## src/rtl/led_ctrl_pkg.sv

```systemverilog
// rtl/led_ctrl_pkg.sv - shared encodings for the LED pattern controller
package led_ctrl_pkg;

   localparam logic [1:0] MODE_ROTL   = 2'd0;
   localparam logic [1:0] MODE_ROTR   = 2'd1;
   localparam logic [1:0] MODE_BOUNCE = 2'd2;
   localparam logic [1:0] MODE_BLINK  = 2'd3;

   localparam logic [1:0] SPEED_MIN = 2'd0;
   localparam logic [1:0] SPEED_MAX = 2'd3;

   // Seeds are width-independent shapes; the top expands them to LED_W bits.
   localparam logic [1:0] SEED_LSB = 2'd0;
   localparam logic [1:0] SEED_MSB = 2'd1;
   localparam logic [1:0] SEED_ALL = 2'd2;

   typedef enum logic {
      DIR_LEFT  = 1'b0,
      DIR_RIGHT = 1'b1
   } dir_e;

   function automatic logic [1:0] next_mode(input logic [1:0] m);
      return m + 2'd1;
   endfunction

   function automatic logic [1:0] seed_kind(input logic [1:0] m);
      logic [1:0] k;
      case (m)
         MODE_ROTR:  k = SEED_MSB;
         MODE_BLINK: k = SEED_ALL;
         default:    k = SEED_LSB;
      endcase
      return k;
   endfunction

endpackage

```

## src/rtl/led_step_timer.sv

```systemverilog
// rtl/led_step_timer.sv - step divider, period TIME_BASE >> speed
module led_step_timer #(
   parameter int TIME_BASE = 50000000,
   parameter int CNT_W     = 26
) (
   input  logic       clk,
   input  logic       rst,
   input  logic       run,
   input  logic       clear,
   input  logic [1:0] speed,
   output logic       cnt_end
);

   localparam logic [CNT_W-1:0] LAST0 = CNT_W'(TIME_BASE - 1);
   localparam logic [CNT_W-1:0] LAST1 = CNT_W'((TIME_BASE >> 1) - 1);
   localparam logic [CNT_W-1:0] LAST2 = CNT_W'((TIME_BASE >> 2) - 1);
   localparam logic [CNT_W-1:0] LAST3 = CNT_W'((TIME_BASE >> 3) - 1);

   logic [CNT_W-1:0] cnt;
   logic [CNT_W-1:0] last;

   always_comb begin
      case (speed)
         2'd0:    last = LAST0;
         2'd1:    last = LAST1;
         2'd2:    last = LAST2;
         default: last = LAST3;
      endcase
   end

   assign cnt_end = run && (cnt == last);

   // Holding while not running lets a resume continue the current period.
   always_ff @(posedge clk or posedge rst) begin
      if (rst) begin
         cnt <= '0;
      end else if (clear || cnt_end) begin
         cnt <= '0;
      end else if (run) begin
         cnt <= cnt + CNT_W'(1);
      end
   end

endmodule

```

## src/rtl/led_pattern_ctrl.sv

```systemverilog
// rtl/led_pattern_ctrl.sv - running-light controller with mode, speed and pause keys
module led_pattern_ctrl
   import led_ctrl_pkg::*;
#(
   parameter int LED_W     = 12,
   parameter int TIME_BASE = 50000000,
   parameter int CNT_W     = 26
) (
   input  logic             clk,
   input  logic             rst,
   input  logic             key_mode,
   input  logic             key_up,
   input  logic             key_dn,
   input  logic             key_pause,
   output logic [LED_W-1:0] led,
   output logic [1:0]       mode,
   output logic [1:0]       speed,
   output logic             paused,
   output logic             step
);

   localparam logic ST_RUN   = 1'b0;
   localparam logic ST_PAUSE = 1'b1;

   logic             state;
   dir_e             dir;
   dir_e             dir_nxt;
   logic [LED_W-1:0] led_nxt;
   logic             run;
   logic             spd_inc;
   logic             spd_dec;
   logic             clear;
   logic             cnt_end;
   logic             do_step;
   logic [1:0]       mode_nxt;

   function automatic logic [LED_W-1:0] seed_of(input logic [1:0] m);
      logic [LED_W-1:0] s;
      case (seed_kind(m))
         SEED_MSB: s = {1'b1, {(LED_W-1){1'b0}}};
         SEED_ALL: s = {LED_W{1'b1}};
         default:  s = {{(LED_W-1){1'b0}}, 1'b1};
      endcase
      return s;
   endfunction

   assign run      = (state == ST_RUN);
   assign paused   = (state == ST_PAUSE);
   assign mode_nxt = next_mode(mode);

   // Opposing keys cancel, and a saturated key is a no-op that must not disturb cnt.
   assign spd_inc = key_up & ~key_dn & (speed != SPEED_MAX);
   assign spd_dec = key_dn & ~key_up & (speed != SPEED_MIN);
   assign clear   = key_mode | spd_inc | spd_dec;
   assign do_step = cnt_end & ~clear;

   led_step_timer #(
      .TIME_BASE (TIME_BASE),
      .CNT_W     (CNT_W)
   ) u_timer (
      .clk     (clk),
      .rst     (rst),
      .run     (run),
      .clear   (clear),
      .speed   (speed),
      .cnt_end (cnt_end)
   );

   always_comb begin
      led_nxt = led;
      dir_nxt = dir;
      case (mode)
         MODE_ROTL: led_nxt = {led[LED_W-2:0], led[LED_W-1]};
         MODE_ROTR: led_nxt = {led[0], led[LED_W-1:1]};
         MODE_BOUNCE: begin
            // Turn around on the end LED so neither end is shown twice.
            if (dir == DIR_LEFT) begin
               if (led[LED_W-1]) begin
                  dir_nxt = DIR_RIGHT;
                  led_nxt = led >> 1;
               end else begin
                  led_nxt = led << 1;
               end
            end else begin
               if (led[0]) begin
                  dir_nxt = DIR_LEFT;
                  led_nxt = led << 1;
               end else begin
                  led_nxt = led >> 1;
               end
            end
         end
         default: led_nxt = ~led;
      endcase
   end

   always_ff @(posedge clk or posedge rst) begin
      if (rst) begin
         state <= ST_RUN;
         mode  <= MODE_ROTL;
         speed <= SPEED_MIN;
         led   <= seed_of(MODE_ROTL);
         dir   <= DIR_LEFT;
         step  <= 1'b0;
      end else begin
         step <= do_step;
         if (key_pause) begin
            state <= (state == ST_RUN) ? ST_PAUSE : ST_RUN;
         end
         if (spd_inc) begin
            speed <= speed + 2'd1;
         end else if (spd_dec) begin
            speed <= speed - 2'd1;
         end
         if (key_mode) begin
            mode <= mode_nxt;
            led  <= seed_of(mode_nxt);
            dir  <= DIR_LEFT;
         end else if (do_step) begin
            led <= led_nxt;
            dir <= dir_nxt;
         end
      end
   end

endmodule

```

## config.mk

```make
export PLATFORM = sky130hd
export DESIGN_NAME = led_pattern_ctrl
export DESIGN_NICKNAME = d
export VERILOG_FILES = /design/src/rtl/led_ctrl_pkg.sv /design/src/rtl/led_step_timer.sv /design/src/rtl/led_pattern_ctrl.sv
export SDC_FILE = /design/constraint.sdc
export NUM_CORES = 1
export LEC_CHECK = 0
export BUFFER_PORTS_ARGS = -buffer_cell sky130_fd_sc_hd__buf_2
export CAP_MARGIN = 15
export CORE_MARGIN = 2
export CORE_UTILIZATION = 35
export DETAILED_ROUTE_END_ITERATION = 16
export SLEW_MARGIN = 20
export SYNTH_ARGS = -nofsm -noshare
export SYNTH_HDL_FRONTEND = slang
export SYNTH_SLANG_ARGS = --single-unit
```

## constraint.sdc

```tcl
create_clock -name clk -period 4.9 [get_ports clk]
set_clock_uncertainty 0.15 [all_clocks]
set_input_delay 0.98 -clock clk [delete_from_list [all_inputs] [get_ports clk]]
set_output_delay 0.98 -clock clk [all_outputs]
set_load 0.02 [all_outputs]
```

## Word-level counts from Yosys, hierarchy flattened

Index checks and enable logic that the tools add are counted.

| storage, ports and cells | value |
|---|---|
| input port bits | 6 |
| flip-flop bits (word level) | 45 |
| word-level logic and storage cells | 64 |

| operators by class | value |
|---|---|
| reduce and logical (&&, ||, !) cells | 9 |
| equal/unequal tests | 11 |
| bitwise gates (word level) | 12 |
| add/subtract/negate cells | 4 |
| muxes and demuxes | 21 |

Operator list:

| cell | count |
|---|---|
| $pmux W26 S3 | 1 |
| $mux W12 | 5 |
| $mux W26 | 2 |
| $pmux W12 S3 | 1 |
| $add A26 B1 Y26 const B | 1 |
| $eq A26 B26 Y1 | 1 |
| $pmux W12 S2 | 1 |
| $not A12 Y12 | 1 |
| $eq A2 B1 Y1 const B | 4 |
| $eq A2 B2 Y1 const B | 4 |
| $reduce_bool A2 Y1 | 4 |
| $mux W1 | 7 |
| $mux W2 | 3 |
| $and A1 B1 Y1 | 5 |
| $add A2 B1 Y2 const B | 2 |
| $logic_not A2 Y1 | 2 |
| $not A1 Y1 | 4 |
| $pmux W2 S2 | 1 |
| $ne A2 B1 Y1 const B | 1 |
| $ne A2 B2 Y1 const B | 1 |
| $or A1 B1 Y1 | 2 |
| $reduce_and A2 Y1 | 1 |
| $sub A2 B1 Y2 const B | 1 |
| $logic_and A1 B1 Y1 | 1 |
| $logic_or A1 B1 Y1 | 1 |

## Depth between registers and ports, before layout

| depth | value |
|---|---|
| depth in word-level cells | 9 |
| mapped depth | 11 |
| depth with buffers taken out | 9 |

## Hierarchy

A second synthesis with hierarchy kept.

| unflattened totals | value |
|---|---|
| cells, all modules | 309 |
| area, all modules | 2815.2 µm² |

Modules (own cells, without submodules):

| module | area an instance (µm²) | cells an instance | times used | sequential area each (µm²) |
|---|---|---|---|---|
| led_step_timer | 1514.0 | 161 | 1 | 650.6 |
| led_pattern_ctrl | 1301.2 | 148 | 1 | 476.7 |

## Least setup slack after synthesis

Ideal clock, no wire load.

| timing | value |
|---|---|
| kind | register -> register |
| start point | register speed[0] |
| end point | register led[2] |
| period minus slack after synthesis | 2.973 ns |
| data arrival time | 2.697 ns |
| required time | 4.624 ns |
| slack | 1.927 ns |
| buffers on the path | 1 |
| cell stages (with the launch flop) | 11 |
| cell sequence | dfrtp_1 inv_1 ha_1 nor4bb_1 a21oi_1 or4_1 or3_1 buf_6 clkinv_4 nor2_4 a221o_1 |

| on the way | value |
|---|---|
| word-level cells in the longest chain between the ends | 7 |

RTL lines:

| what | line | RTL |
|---|---|---|
| start, declared | led_pattern_ctrl.sv:17 | `output logic [1:0] speed,` |
| start signal, assigned | led_pattern_ctrl.sv:111 | `speed <= speed + 2'd1;` |
| start signal, assigned | led_pattern_ctrl.sv:113 | `speed <= speed - 2'd1;` |
| parallel branches: the longest is 5 deep, another holds $pmux W26 S3 | n/a |  |
| $and A1 B1 Y1 * | led_pattern_ctrl.sv:55 | `assign do_step = cnt_end & ~clear;` |
| $reduce_bool A2 Y1 (no source line) * | n/a |  |
| end signal, assigned | led_pattern_ctrl.sv:102 | `led <= seed_of(MODE_ROTL);` |
| end signal, assigned | led_pattern_ctrl.sv:117 | `led <= seed_of(mode_nxt);` |
| end signal, assigned | led_pattern_ctrl.sv:120 | `led <= led_nxt;` |
| end, declared | led_pattern_ctrl.sv:15 | `output logic [LED_W-1:0] led,` |

Every way passes the cells marked *.
A chain may end at the register's enable or synchronous reset.

## Worst setup path after layout

| timing | value |
|---|---|
| start point | register speed[0] |
| end point | register led[9] |

Same word-level chain as after synthesis.

==> summary.md <==
| Metric | Value |
|---|---|
| Top cell type's share of synthesized area | 41.2% |
| Residual DRC | 0 |
| Antenna violations before repair | 0 |
| Fin crit share | 65.0% |
| Largest net degree at the start of global routing | 46 |
| CP Cell Sequence | inv_1 > ha_1 > nor4bb_1 > a21oi_1 > or4_1 > or3_1 > clkinv_4 > nor2_4 > a221o_1 |
| #FFs+latches synth | 45 |
| CP Class | register to register |
| NetSw | 605 µW |
| Setup TNS Final | 0 ns |
| Max Freq | 314 MHz |
| Crit start category | register |
| Hold path startpoint | mode[0]$_DFFE_PP0P_ |
| Width of the die | 91.4 µm |
| Final setup viols | 0 |
| CP max-delay cell | or3_1 |
| Die height | 91.4 µm |
| Hold Crit Class | register to register |
| Core Area | 7330 µm² |
| Ant. Diodes | 0 |
| GPL Wtd Cong | 0.820 |
| Max-slew violations | 0 |
| Cts bufs inserted | 5 |
| Total grt overflow | 0 |
| Worst hold margin | 0.413 ns |
| Reg2reg setup slack | 1.71 ns |
| CTS tree | yes |
| Mapped Area | 2670 µm² |
| Share of layout cells above drive strength 1 | 12.9% |
| Count of final hold-check violations | 0 |
| Max-cap violations | 0 |
| Critical path origin | speed[0]$_DFFE_PP0P_ |
| Outcome | completed |
| Crit-path leading delay family | simple AND/OR/NAND/NOR gates |
| Dominant cells by area after synthesis | dfrtp_1, xor2_1, ha_1 |
| Sw frac | 41.2% |
| Wire per inst | 14.3 µm |
| Sequential cell area fraction in the yosys report | 42.2% |
| IO Port Bufs | 23 |
| Internal Power | 862 µW |
| Register share of total power | 36.9% |
| Leakage power | 1.27 nW |
| Number of synthesized flops with an enable pin | 0 |
| Aggregate routed wire length | 5.62 mm |
| Post-Synthesis Cells | 273 |
| WP data required | 4.94 ns |
| Syn Area/Cell | 9.79 µm² |
| Least-Margin Pin Slew | 0.967 ns |
| Setup bufs post-CTS | 0 |
| DP Wirelength | 3.82 mm |
| Initial Util | 36.5% |
| Vias in the first global route | 2029 |
| Clock Sinks | 45 |
| Ys Warns | 0 |
| Clk pwr share | 20.1% |
| Synth-to-Final Area Change | 11.4% |
| Max incr delay on CP | 0.54 ns |
| Core Rows | 31 |
| Crit path time final | 3.19 ns |
| Worst r2r src | speed[0]$_DFFE_PP0P_ |
| Hold_buf cts | 0 |
| Comb pwr share | 43.0% |
| Io pins | 24 |
| First-pass GRT wire length | 9.87 mm |
| Final nets | 311 |
| PostCTS Resize Cnt | 0 |
| Detailed-route via count | 2100 |
| Critical Path Fanout Max | 12 |
| Slew margin rel. | 35.4% |
| Clk buf depth | 2 |
| Full die area | 8350 µm² |
| Overall Global Routing Usage | 14.7% |
| Multi-input logic area | 1450 µm² |
| Ys async rst share | 100% |
| Clk_lat worst skew | 0.30 ns |
| Distinct cells, synth | 54 |
| Unrepaired setup endpoints after global routing | false |
| VDD IR max | 0.000139 V |
| DRT antenna net count | 0 |
| Initial DRC count | 109 |
| PD cells | 493 nW/µm² |
| Ys flop type | dfrtp_1 |
| Crit end category | register |
| Commonest cells post-synth | dfrtp_1, nor2_1, xor2_1 |
| Dominant cell type by area after synthesis | dfrtp_1 |
| Most common cell in the synthesized netlist | dfrtp_1 |
| First-pass detailed-route iteration total | 4 |
| Clock Root Buffer | clkbuf_8 |
| Clock-pin slew on the worst setup and hold paths | 0.08 ns |
| Seq. cell area | 1130 µm² |
| Fillers | 750 |
| Syn nets | 291 |
| Via density per instance | 5.34 |
| H-tree depth | 2 |
| Worst Path Arrival | 3.23 ns |
| CP bufs+invs | 2 |
final timing paths:
kind | to | cells past startpoint
max in group asynchronous | u_timer.cnt[25]$_DFFE_PP0P_ | 2
hold reg to reg | mode[0]$_DFFE_PP0P_ | 1
setup / recovery | led[9]$_DFFE_PP0P_ | 9
min in group asynchronous | u_timer.cnt[9]$_DFFE_PP0P_ | 2
setup reg to reg | led[9]$_DFFE_PP0P_ | 9
hold / removal | mode[0]$_DFFE_PP0P_ | 1
stage by stage:
| stage | setup slack (ns) | util, % | cell area [µm²] | cells | power (mW) |
|---|---|---|---|---|---|
| after floorplan | 1.93 | - | 2670 | 273 | 1.01 |
| after global placement | 1.82 | 39.0 | 2860 | 385 | 1.17 |
| after detailed placement | 1.73 | 39.0 | 2860 | 385 | 1.18 |
| after CTS | 1.73 | 40.6 | 2980 | 393 | 1.48 |
| after global routing | 1.48 | 40.6 | 2980 | 393 | 1.58 |
| final | 1.71 | 40.6 | 2980 | 393 | 1.47 |
routing by layer:
| metal | track usage [%] | routed length, µm |
|---|---|---|
| met3 | 2.66 | 161 |
| met4 | 5.68 | 86 |
| met5 | 0 | 0 |
| met1 | 19.6 | 2710 |
| met2 | 23.5 | 2670 |
placed cells by master (no fill, tap or decap), types with 3 or more instances in the layout:
master and count:
a21oi_1 15, a221o_1 8, a221oi_1 10, and3_1 3, and4_1 4, buf_2 23
clkbuf_8 6, dfrtp_1 44, ha_1 12, inv_1 7, mux2i_1 4, nand2_1 16
nand3_1 8, nand3b_1 4, nand4_1 6, nor2_1 32, nor2b_1 3, nor3_1 3
o21ai_0 9, o31ai_1 3, or3b_1 3, xnor2_1 10, xor2_1 21
cells by family (layout without fill, tap and decap cells):
kind of cell / after synthesis / count (layout) / synth area share, %
buf+inv: 21 / 42 / 3.79
flops: 45 / 45 / 42.2
fa+ha+maj: 12 / 12 / 5.62
mux: 4 / 4 / 1.50
compound gates: 63 / 63 / 17.5
xor+xnor: 31 / 31 / 10.2
simple gates: 97 / 97 / 19.3
area by class of cell:
class	instances	share of cell area, %
timing repair buffer	24	4.12
tap	99	4.16
clock inverter	1	1.01
inverter	10	1.43
clock buffer	7	2.90
multi-input combinational	207	48.5
sequential	45	37.9
registers in the layout, indices dropped and copies added (netlist names):
register	flops
dir	1
speed	2
led	12
u_timer.cnt	26
paused	1
mode	2
step	1
power by group through the flow:
stage               Combinational, mW  Sequential (mW)  Clock (mW)
finish                          0.631            0.542       0.295
CTS                             0.630            0.542       0.304
global route                    0.702            0.558       0.319
floorplan                       0.408            0.604           0
detailed placement              0.626            0.549           0
global placement                0.627            0.546           0
Power figures use the tool's default switching activity.
